### config.mk
export PLATFORM = sky130hd
export DESIGN_NAME = bus_master_if_flat
export DESIGN_NICKNAME = d
export VERILOG_FILES = /design/src/rtl/bus_master_pkg.sv /design/src/rtl/bus_master_if_if.sv /design/src/rtl/bus_master_timeout.sv /design/src/rtl/bus_master_if.sv /design/src/flat_wrapper.sv
export SDC_FILE = /design/constraint.sdc
export NUM_CORES = 1
export LEC_CHECK = 0
export CORE_MARGIN = 3
export CORE_UTILIZATION = 41
export CTS_CLUSTER_DIAMETER = 50
export DETAILED_ROUTE_END_ITERATION = 10
export PLACE_DENSITY = 0.92
export SETUP_SLACK_MARGIN = 0.05
export SYNTH_ARGS = -nofsm -noshare
export SYNTH_HDL_FRONTEND = slang
export SYNTH_SLANG_ARGS = --single-unit
export TNS_END_PERCENT = 1
### constraint.sdc
create_clock -name clk -period 2.2 [get_ports clk]
set_input_delay 0.44 -clock clk [delete_from_list [all_inputs] [get_ports clk]]
set_output_delay 0.44 -clock clk [all_outputs]
set_load 0.005 [all_outputs]
### src/rtl/bus_master_pkg.sv
// rtl/bus_master_pkg.sv - shared encodings for the bus master channel
// Holds the state encoding, default widths, read/write encodings and the
// watchdog default shared with the arbiter and master mux.
package bus_master_pkg;

  localparam int BM_ADDR_W      = 30;
  localparam int BM_DATA_W      = 32;
  localparam int BM_TIMEOUT_CYC = 255;

  localparam logic BM_RW_READ  = 1'b1;
  localparam logic BM_RW_WRITE = 1'b0;

  typedef enum logic [1:0] {
    ST_IDLE   = 2'd0,
    ST_REQ    = 2'd1,
    ST_ACCESS = 2'd2,
    ST_STALL  = 2'd3
  } bm_state_t;

endpackage

### src/rtl/bus_master_if_if.sv
// rtl/bus_master_if_if.sv - shared-bus signal bundle for one master channel
// master modport: bus_req_, bus_addr, bus_as_, bus_rw, bus_wr_data out;
//                 bus_grnt_, bus_rd_data, bus_rdy_ in.
// slave modport:  the arbiter/mux side, directions reversed.
interface bus_master_if_if
  import bus_master_pkg::*;
#(
  parameter int ADDR_W = BM_ADDR_W,
  parameter int DATA_W = BM_DATA_W
) ();

  logic              bus_req_;
  logic              bus_grnt_;
  logic [ADDR_W-1:0] bus_addr;
  logic              bus_as_;
  logic              bus_rw;
  logic [DATA_W-1:0] bus_wr_data;
  logic [DATA_W-1:0] bus_rd_data;
  logic              bus_rdy_;

  modport master (
    output bus_req_, bus_addr, bus_as_, bus_rw, bus_wr_data,
    input  bus_grnt_, bus_rd_data, bus_rdy_
  );

  modport slave (
    input  bus_req_, bus_addr, bus_as_, bus_rw, bus_wr_data,
    output bus_grnt_, bus_rd_data, bus_rdy_
  );

endinterface

### src/rtl/bus_master_timeout.sv
// rtl/bus_master_timeout.sv - access watchdog counter (BUS_MASTER_TIMEOUT_EN builds)
// Ports: clk, reset (async active-low), start (clear on ACCESS entry),
//        tick (ACCESS cycle without ready), expired (count reached TIMEOUT_CYC).
module bus_master_timeout
  import bus_master_pkg::*;
#(
  parameter int TIMEOUT_CYC = BM_TIMEOUT_CYC
) (
  input  logic clk,
  input  logic reset,
  input  logic start,
  input  logic tick,
  output logic expired
);

  logic [7:0] cnt;

  always_ff @(posedge clk or negedge reset) begin
    if (!reset) begin
      cnt <= '0;
    end else if (start) begin
      cnt <= '0;
    end else if (tick) begin
      cnt <= cnt + 8'd1;
    end
  end

  // The owner leaves ACCESS on the expiring cycle, so cnt never wraps.
  assign expired = (cnt == 8'(TIMEOUT_CYC));

endmodule

### src/rtl/bus_master_if.sv
// rtl/bus_master_if.sv - CPU-side single-word bus master channel
// Ports: clk, reset (async active-low); pipeline side cpu_as_, cpu_rw,
//        cpu_addr, cpu_wr_data, stall, flush in; cpu_rd_data, busy, err out;
//        bus: bus_master_if_if.master bundle toward arbiter and muxes.
// Optional watchdog: define BUS_MASTER_TIMEOUT_EN.
module bus_master_if
  import bus_master_pkg::*;
#(
  parameter int ADDR_W      = BM_ADDR_W,
  parameter int DATA_W      = BM_DATA_W,
  parameter int TIMEOUT_CYC = BM_TIMEOUT_CYC
) (
  input  logic              clk,
  input  logic              reset,
  input  logic              cpu_as_,
  input  logic              cpu_rw,
  input  logic [ADDR_W-1:0] cpu_addr,
  input  logic [DATA_W-1:0] cpu_wr_data,
  input  logic              stall,
  input  logic              flush,
  output logic [DATA_W-1:0] cpu_rd_data,
  output logic              busy,
  output logic              err,
  bus_master_if_if.master   bus
);

  if (TIMEOUT_CYC < 1 || TIMEOUT_CYC > 255) begin : g_timeout_range
    $error("TIMEOUT_CYC must be within 1..255");
  end

  bm_state_t         state, state_nxt;
  logic              req_q, as_q, rw_q;
  logic [ADDR_W-1:0] addr_q;
  logic [DATA_W-1:0] wdata_q, rd_buf;
  logic              accept, timeout_hit;

  assign bus.bus_req_    = req_q;
  assign bus.bus_as_     = as_q;
  assign bus.bus_rw      = rw_q;
  assign bus.bus_addr    = addr_q;
  assign bus.bus_wr_data = wdata_q;

`ifdef BUS_MASTER_TIMEOUT_EN
  logic to_expired;

  bus_master_timeout #(.TIMEOUT_CYC(TIMEOUT_CYC)) u_timeout (
    .clk     (clk),
    .reset   (reset),
    .start   ((state == ST_REQ) && !flush && !bus.bus_grnt_),
    .tick    ((state == ST_ACCESS) && bus.bus_rdy_),
    .expired (to_expired)
  );

  // A ready arriving on the expiring cycle still wins.
  assign timeout_hit = (state == ST_ACCESS) && bus.bus_rdy_ && to_expired;
`else
  assign timeout_hit = 1'b0;
`endif

  always_comb begin
    state_nxt   = state;
    busy        = 1'b0;
    err         = 1'b0;
    accept      = 1'b0;
    cpu_rd_data = rd_buf;
    case (state)
      ST_IDLE: begin
        if (!cpu_as_ && !flush) begin
          accept    = 1'b1;
          busy      = 1'b1;
          state_nxt = ST_REQ;
        end
      end
      ST_REQ: begin
        busy = 1'b1;
        if (flush) begin
          state_nxt = ST_IDLE;
        end else if (!bus.bus_grnt_) begin
          state_nxt = ST_ACCESS;
        end
      end
      ST_ACCESS: begin
        if (!bus.bus_rdy_) begin
          // Read data bypasses rd_buf so the pipeline sees it this cycle.
          if (rw_q == BM_RW_READ) cpu_rd_data = bus.bus_rd_data;
          state_nxt = stall ? ST_STALL : ST_IDLE;
        end else if (timeout_hit) begin
          err         = 1'b1;
          cpu_rd_data = '0;
          state_nxt   = stall ? ST_STALL : ST_IDLE;
        end else begin
          busy = 1'b1;
        end
      end
      ST_STALL: begin
        if (!stall) state_nxt = ST_IDLE;
      end
      default: state_nxt = ST_IDLE;
    endcase
  end

  always_ff @(posedge clk or negedge reset) begin
    if (!reset) begin
      state   <= ST_IDLE;
      req_q   <= 1'b1;
      as_q    <= 1'b1;
      rw_q    <= BM_RW_READ;
      addr_q  <= '0;
      wdata_q <= '0;
      rd_buf  <= '0;
    end else begin
      state <= state_nxt;
      case (state)
        ST_IDLE: begin
          if (accept) begin
            addr_q  <= cpu_addr;
            rw_q    <= cpu_rw;
            wdata_q <= cpu_wr_data;
            req_q   <= 1'b0;
          end
        end
        ST_REQ: begin
          if (flush) begin
            req_q <= 1'b1;
          end else if (!bus.bus_grnt_) begin
            as_q <= 1'b0;
          end
        end
        ST_ACCESS: begin
          as_q <= 1'b1;
          if (!bus.bus_rdy_) begin
            req_q <= 1'b1;
            if (rw_q == BM_RW_READ) rd_buf <= bus.bus_rd_data;
          end else if (timeout_hit) begin
            req_q  <= 1'b1;
            rd_buf <= '0;
          end
        end
        default: ;
      endcase
    end
  end

endmodule

### src/flat_wrapper.sv
// flat-port wrapper written by rule: the top's interface ports become plain ports
module bus_master_if_flat import bus_master_pkg::*;
#(
  parameter int ADDR_W      = BM_ADDR_W,
  parameter int DATA_W      = BM_DATA_W,
  parameter int TIMEOUT_CYC = BM_TIMEOUT_CYC
)
  (clk, reset, cpu_as_, cpu_rw, cpu_addr, cpu_wr_data, stall, flush, cpu_rd_data, busy, err, bus_bus_req_, bus_bus_addr, bus_bus_as_, bus_bus_rw, bus_bus_wr_data, bus_bus_grnt_, bus_bus_rd_data, bus_bus_rdy_);
  bus_master_if_if #(.ADDR_W(ADDR_W), .DATA_W(DATA_W)) bus_i ();
  input  logic clk;
  input  logic reset;
  input  logic cpu_as_;
  input  logic cpu_rw;
  input  logic [ADDR_W-1:0] cpu_addr;
  input  logic [DATA_W-1:0] cpu_wr_data;
  input  logic stall;
  input  logic flush;
  output logic [DATA_W-1:0] cpu_rd_data;
  output logic busy;
  output logic err;
  output wire logic [$bits(bus_i.bus_req_)-1:0] bus_bus_req_;
  output wire logic [$bits(bus_i.bus_addr)-1:0] bus_bus_addr;
  output wire logic [$bits(bus_i.bus_as_)-1:0] bus_bus_as_;
  output wire logic [$bits(bus_i.bus_rw)-1:0] bus_bus_rw;
  output wire logic [$bits(bus_i.bus_wr_data)-1:0] bus_bus_wr_data;
  input wire logic [$bits(bus_i.bus_grnt_)-1:0] bus_bus_grnt_;
  input wire logic [$bits(bus_i.bus_rd_data)-1:0] bus_bus_rd_data;
  input wire logic [$bits(bus_i.bus_rdy_)-1:0] bus_bus_rdy_;
  assign bus_bus_req_ = bus_i.bus_req_;
  assign bus_bus_addr = bus_i.bus_addr;
  assign bus_bus_as_ = bus_i.bus_as_;
  assign bus_bus_rw = bus_i.bus_rw;
  assign bus_bus_wr_data = bus_i.bus_wr_data;
  assign bus_i.bus_grnt_ = bus_bus_grnt_;
  assign bus_i.bus_rd_data = bus_bus_rd_data;
  assign bus_i.bus_rdy_ = bus_bus_rdy_;
  bus_master_if #(.ADDR_W(ADDR_W), .DATA_W(DATA_W), .TIMEOUT_CYC(TIMEOUT_CYC)) u_core (.clk(clk), .reset(reset), .cpu_as_(cpu_as_), .cpu_rw(cpu_rw), .cpu_addr(cpu_addr), .cpu_wr_data(cpu_wr_data), .stall(stall), .flush(flush), .cpu_rd_data(cpu_rd_data), .busy(busy), .err(err), .bus(bus_i));
endmodule
* Word-level counts from Yosys, hierarchy flattened
Index checks and enable logic that the tools add are counted.
** Word-level totals
- Word-level logic and storage cells :: 49
- ROM bits :: 0
- Memories :: 0
- Input port bits :: 102
- Bits in latches :: 0
- Output and inout port bits :: 99
- Flip-flop bits (word level) :: 99
- Memory bits (writable) :: 0
** Cells by class
- Magnitude comparators :: 0
- Multipliers :: 0
- Shift-type cells :: 0
- Multiplexer cells :: 21
- Bitwise gates (word level) :: 0
- Add/subtract/negate cells :: 0
- Reduce and logical (&&, ||, !) cells :: 10
- Equal/unequal tests :: 11
- Div/mod/pow operators :: 0
** Operators with widths (number)
- $mux W32 :: 3
- $mux W2 :: 6
- $ne A2 B2 Y1 const B :: 5
- $mux W1 :: 8
- $pmux W2 S4 :: 1
- $reduce_and A4 Y1 :: 2
- $pmux W1 S3 :: 2
- $eq A2 B2 Y1 const B :: 2
- $ne A2 B1 Y1 const B :: 2
- $ne A3 B3 Y1 const B :: 1
- $reduce_and A3 Y1 :: 1
- $reduce_bool A3 Y1 :: 1
- $eq A2 B1 Y1 const B :: 1
- $logic_not A1 Y1 :: 2
- $logic_not A2 Y1 :: 1
- $pmux W1 S2 :: 1
- $reduce_and A2 Y1 :: 1
- $reduce_bool A2 Y1 :: 1
- $logic_and A1 B1 Y1 :: 1

* Depth between registers and ports, before layout
- Depth in word-level cells :: 6
- Gate-level depth with buffers :: 7
- Depth with buffers taken out :: 5

* Worst setup path after synthesis
Ideal clock, no wire load.
- Kind :: register to output
- Start point :: register u_core.state[0]
- End point :: output cpu_rd_data[10]
- Slack :: 371 ps
- Cell stages (with the launch flop) :: 6
- Data required time :: 1760 ps
- Data arrival time :: 1389 ps
- Path buffers :: 1
- Cell sequence :: dfrtp_1 inv_1 ha_1 nand3b_2 buf_6 mux2_2
** Between the ends
- Longest elaborated chain between the ends :: 2
** Ends and longest elaborated chain
- from (decl) :: RTL line bus_master_if.sv:31 : bm_state_t state, state_nxt;
- from (signal assigned) :: RTL line bus_master_if.sv:112 : state <= state_nxt;
- $eq A2 B2 Y1 :: RTL line bus_master_if.sv:66 : case (state)
- $mux W32
- to (decl) :: RTL line flat_wrapper.sv:18 : output logic [DATA_W-1:0] cpu_rd_data;
No other way between the ends.

* Final worst setup path
- Start point :: register u_core.state[0]
- End point :: output cpu_rd_data[5]
The elaborated chain is that of the path after synthesis.

==> reports/metrics.yaml <==
outcome:
  status: "finished with violations"
  violations: "setup timing"
yosys:
  synth_top_cell_area_share_pct: 57.3
  synth_area_leader_cell: "dfrtp_1"
  yosys.cell_types.count: 24
  post-synth-top-count-cell: "dfrtp_1"
  synthFlopType: "dfrtp_1"
  ys_ff_latch: 99
  yosys_warnings: 0
  synth_area_leaders: "dfrtp_1 (57%), mux2_4 (21%), mux2_2 (10%)"
  ys_seq_area_share_pct: 59.2
  synth_edf_count: 0
  syn-instance-count: 236
  synthArstFlopShare_pct: 100
  synth-adder-area-share_pct: 2.09
  synth-simple-area-share_pct: 1.88
  muxShareOfSynthArea_pct: 31.6
  synthTopCellsByCount: "dfrtp_1 (96), mux2_4 (59), mux2_2 (38)"
  syn_avg_cell_area_um2: 17.8
  synth_xor_area_share_pct: 0
  syn_nets: 345
  synth_top_family_by_area: "multiplexers"
  synth_compound_area_share_pct: 0.806
  syn-cell-area_um2: 4190
critical_path:
  critPathCaptureType: "primary output"
  r2r_start: "u_core.state[0]$_DFFE_PN0P_"
  rr_endpoint: "u_core.bus.bus_wr_data[10]$_DFFE_PN0P_"
  cp_slowest_cell: "dfrtp_1"
  critPathTopFamily: "buffers and inverters"
  worstPathArrival_ps: 1960
  cp_data_required_time_ps: 1760
  r2r_slack_ps: 150
  slowest_delay_ps: 400
  crit_type: "reg -> out"
  reg2reg_depth: 9
  cp_max_fo: 6
  crit_top_cell: "buf_6"
  crit_buf_inv: 4
  start_kind: "flip-flop"
  crit_cells: 7
  crit_chain: "inv_2, ha_4, nand3b_4, buf_16, buf_6, mux2_4, buf_6"
clocking:
  cts_tree: "built"
  cts_buffers: 9
  cts_sinks: 99
  clock_latency_ps: 390
  path_clk_slew_ps: 90
  clk_path_buf_depth: 2
  h-tree-depth: 3
  root_buffer: "clkbuf_8"
sta:
  clock-skew-final_ps: 14.3
  rsz0062_at_grt: "yes"
  period_share_pct: 109
  hold_viol_final: 0
  setup_viol: 33
  maxClockFrequency_mhz: 417
  fin_ws_ps: -197
  fin_setup_tns_ps: -4330
  whs_ps: 487
  period_needed_ps: 2400
  maxSlewViolCount: 0
global_route:
  grt_max_degree: 57
  grt_pass1_wl_um: 17400
  first_global_vias: 3229
  gr-total-overflow: 0
  grtUsageTotal_pct: 20.2
  antenna_found_initial: 0
placement:
  dpl.hpwl_um: 7630
  preCtsSetupSlack_ps: -363
  place_area_um2: 6320
  gp_congestion: 0.798
  port_buffers: 199
floorplan:
  pin_count: 201
  num_rows: 36
  fp.dieW_um: 107
  core_um2: 9860
  die_area_um2: 11500
  start_util_pct: 42.5
  die_height_um: 107
final_layout:
  n_antenna_cell: 0
  drive_gt1_share_pct: 40.3
  area_growth_syn_to_layout_pct: 62.4
  fillers: 661
  post-route-cell-area_um2: 6810
  final_nets: 581
drt:
  drtPass1Iterations: 4
  vias_per_cell: 4.75
  first_iter_violations: 119
  wirelength_um: 11200
  drc: 0
  ant_nets: 0
  vias: 2899
  wl_per_cell_um: 18.4
power_and_ir_drop:
  power_leakage_uw: 0.00313
  ir_worst_vdd_mv: 0.694
  p_switching_uw: 2310
  power_uw: 8430
  p_comb_share_pct: 48.3
  p_sw_share_pct: 27.5
  intPower_uw: 6110
  power.share.sequential_pct: 37.4
  powerDensity_nw_per_um2: 1240
  p_clk_share_pct: 14.4
hold_path:
  hold_class: "in -> async"
job:
  maxCapViolations: 0
-- how the worst max path moves through the flow --
stage                           end  slack (ps)                        start
CTS                 cpu_rd_data[14]        -190  u_core.state[0]$_DFFE_PN0P_
detailed placement  cpu_rd_data[23]        -360                 bus_bus_rdy_
global placement     cpu_rd_data[1]        -340                 bus_bus_rdy_
floorplan           cpu_rd_data[10]         370  u_core.state[0]$_DFFE_PN0P_
finish               cpu_rd_data[5]        -200  u_core.state[0]$_DFFE_PN0P_
global route         cpu_rd_data[9]        -270  u_core.state[0]$_DFFE_PN0P_
-- cell families after synthesis --
logic type / after synthesis
buffers and inverters: 14
other: 1
and+or+nand+nor: 12
AOI/OAI and AO/OA: 5
muxes: 98
adders and majority gates: 7
DFF: 99
-- final cells by class --
type	count	area, µm²	area share, %
Sequential cell	99	2480	36.4
Multi-Input combinational cell	123	1600	23.5
Clock buffer	10	138	2.02
Tap cell	133	166	2.44
Clock inverter	6	65.1	0.956
Timing Repair Buffer	236	2340	34.4
Inverter	3	11.3	0.165
-- power groups by stage --
stage | Combinational [µW] | Sequential, µW | Clock (µW)
finish | 4070 | 3150 | 1210
global route | 4340 | 3260 | 1320
floorplan | 1620 | 3150 | 0
global placement | 3870 | 3110 | 0
detailed placement | 3950 | 3160 | 0
CTS | 4110 | 3150 | 1250
-- per-layer routing --
| layer | track usage (%) | vias up | wire length (µm) |
|---|---|---|---|
| met1 | 22.5 | 1446 | 4210 |
| met5 | 0 | - | 0 |
| met2 | 34.6 | 120 | 5870 |
| met3 | 6.44 | 32 | 719 |
| met4 | 9.68 | 0 | 430 |
| li1 | - | 1301 | - |
-- through the flow --
stage | utilization, % | cells
after floorplan | - | 236
after global placement | 64.1 | 569
after detailed placement | 64.1 | 569
after CTS | 69.3 | 608
after global routing | 69.0 | 610
final | 69.0 | 610
-- worst register-to-register path, cell delays in order (launching register included) --
cell	delay, ps
dfrtp_1	400
inv_2	80
buf_4	100
buf_4	90
buf_6	100
ha_4	130
nor3b_4	220
buf_4	180
buf_12	260
mux2_2	400
-- placed cells by master (no fill, tap or decap), types with 2 or more instances in the layout --
| cell type | instances |
|---|---|
| a21oi_1 | 2 |
| buf_12 | 4 |
| buf_16 | 3 |
| buf_2 | 8 |
| buf_4 | 23 |
| buf_6 | 22 |
| clkbuf_2 | 9 |
| clkbuf_8 | 10 |
| clkdlybuf4s50_1 | 165 |
| clkinv_2 | 2 |
| clkinv_4 | 2 |
| dfrtp_1 | 96 |
| dfstp_2 | 3 |
| ha_1 | 5 |
| ha_4 | 2 |
| inv_1 | 2 |
| mux2_2 | 30 |
| mux2_4 | 67 |
| nand2_1 | 3 |
| nor2_1 | 2 |
-- flip-flops by register name (all words and copies together) (netlist names) --
register,count
u_core.bus.bus_addr,30
u_core.bus.bus_as_,1
u_core.bus.bus_req_,1
u_core.bus.bus_rw,1
u_core.bus.bus_wr_data,32
u_core.rd_buf,32
u_core.state,2
-- what timing repair did --
item | 4_1_cts | 5_1_grt
resized for setup | 154 | 11
hold buffers | 1 | 0
gates cloned | 3 | 0
endpoints found under the hold margin | 17 | 0
setup endpoints to repair | 33 | 33
setup buffers | 19 | 2
pin swaps | 3 | 1
Power figures use the tool's default switching activity.
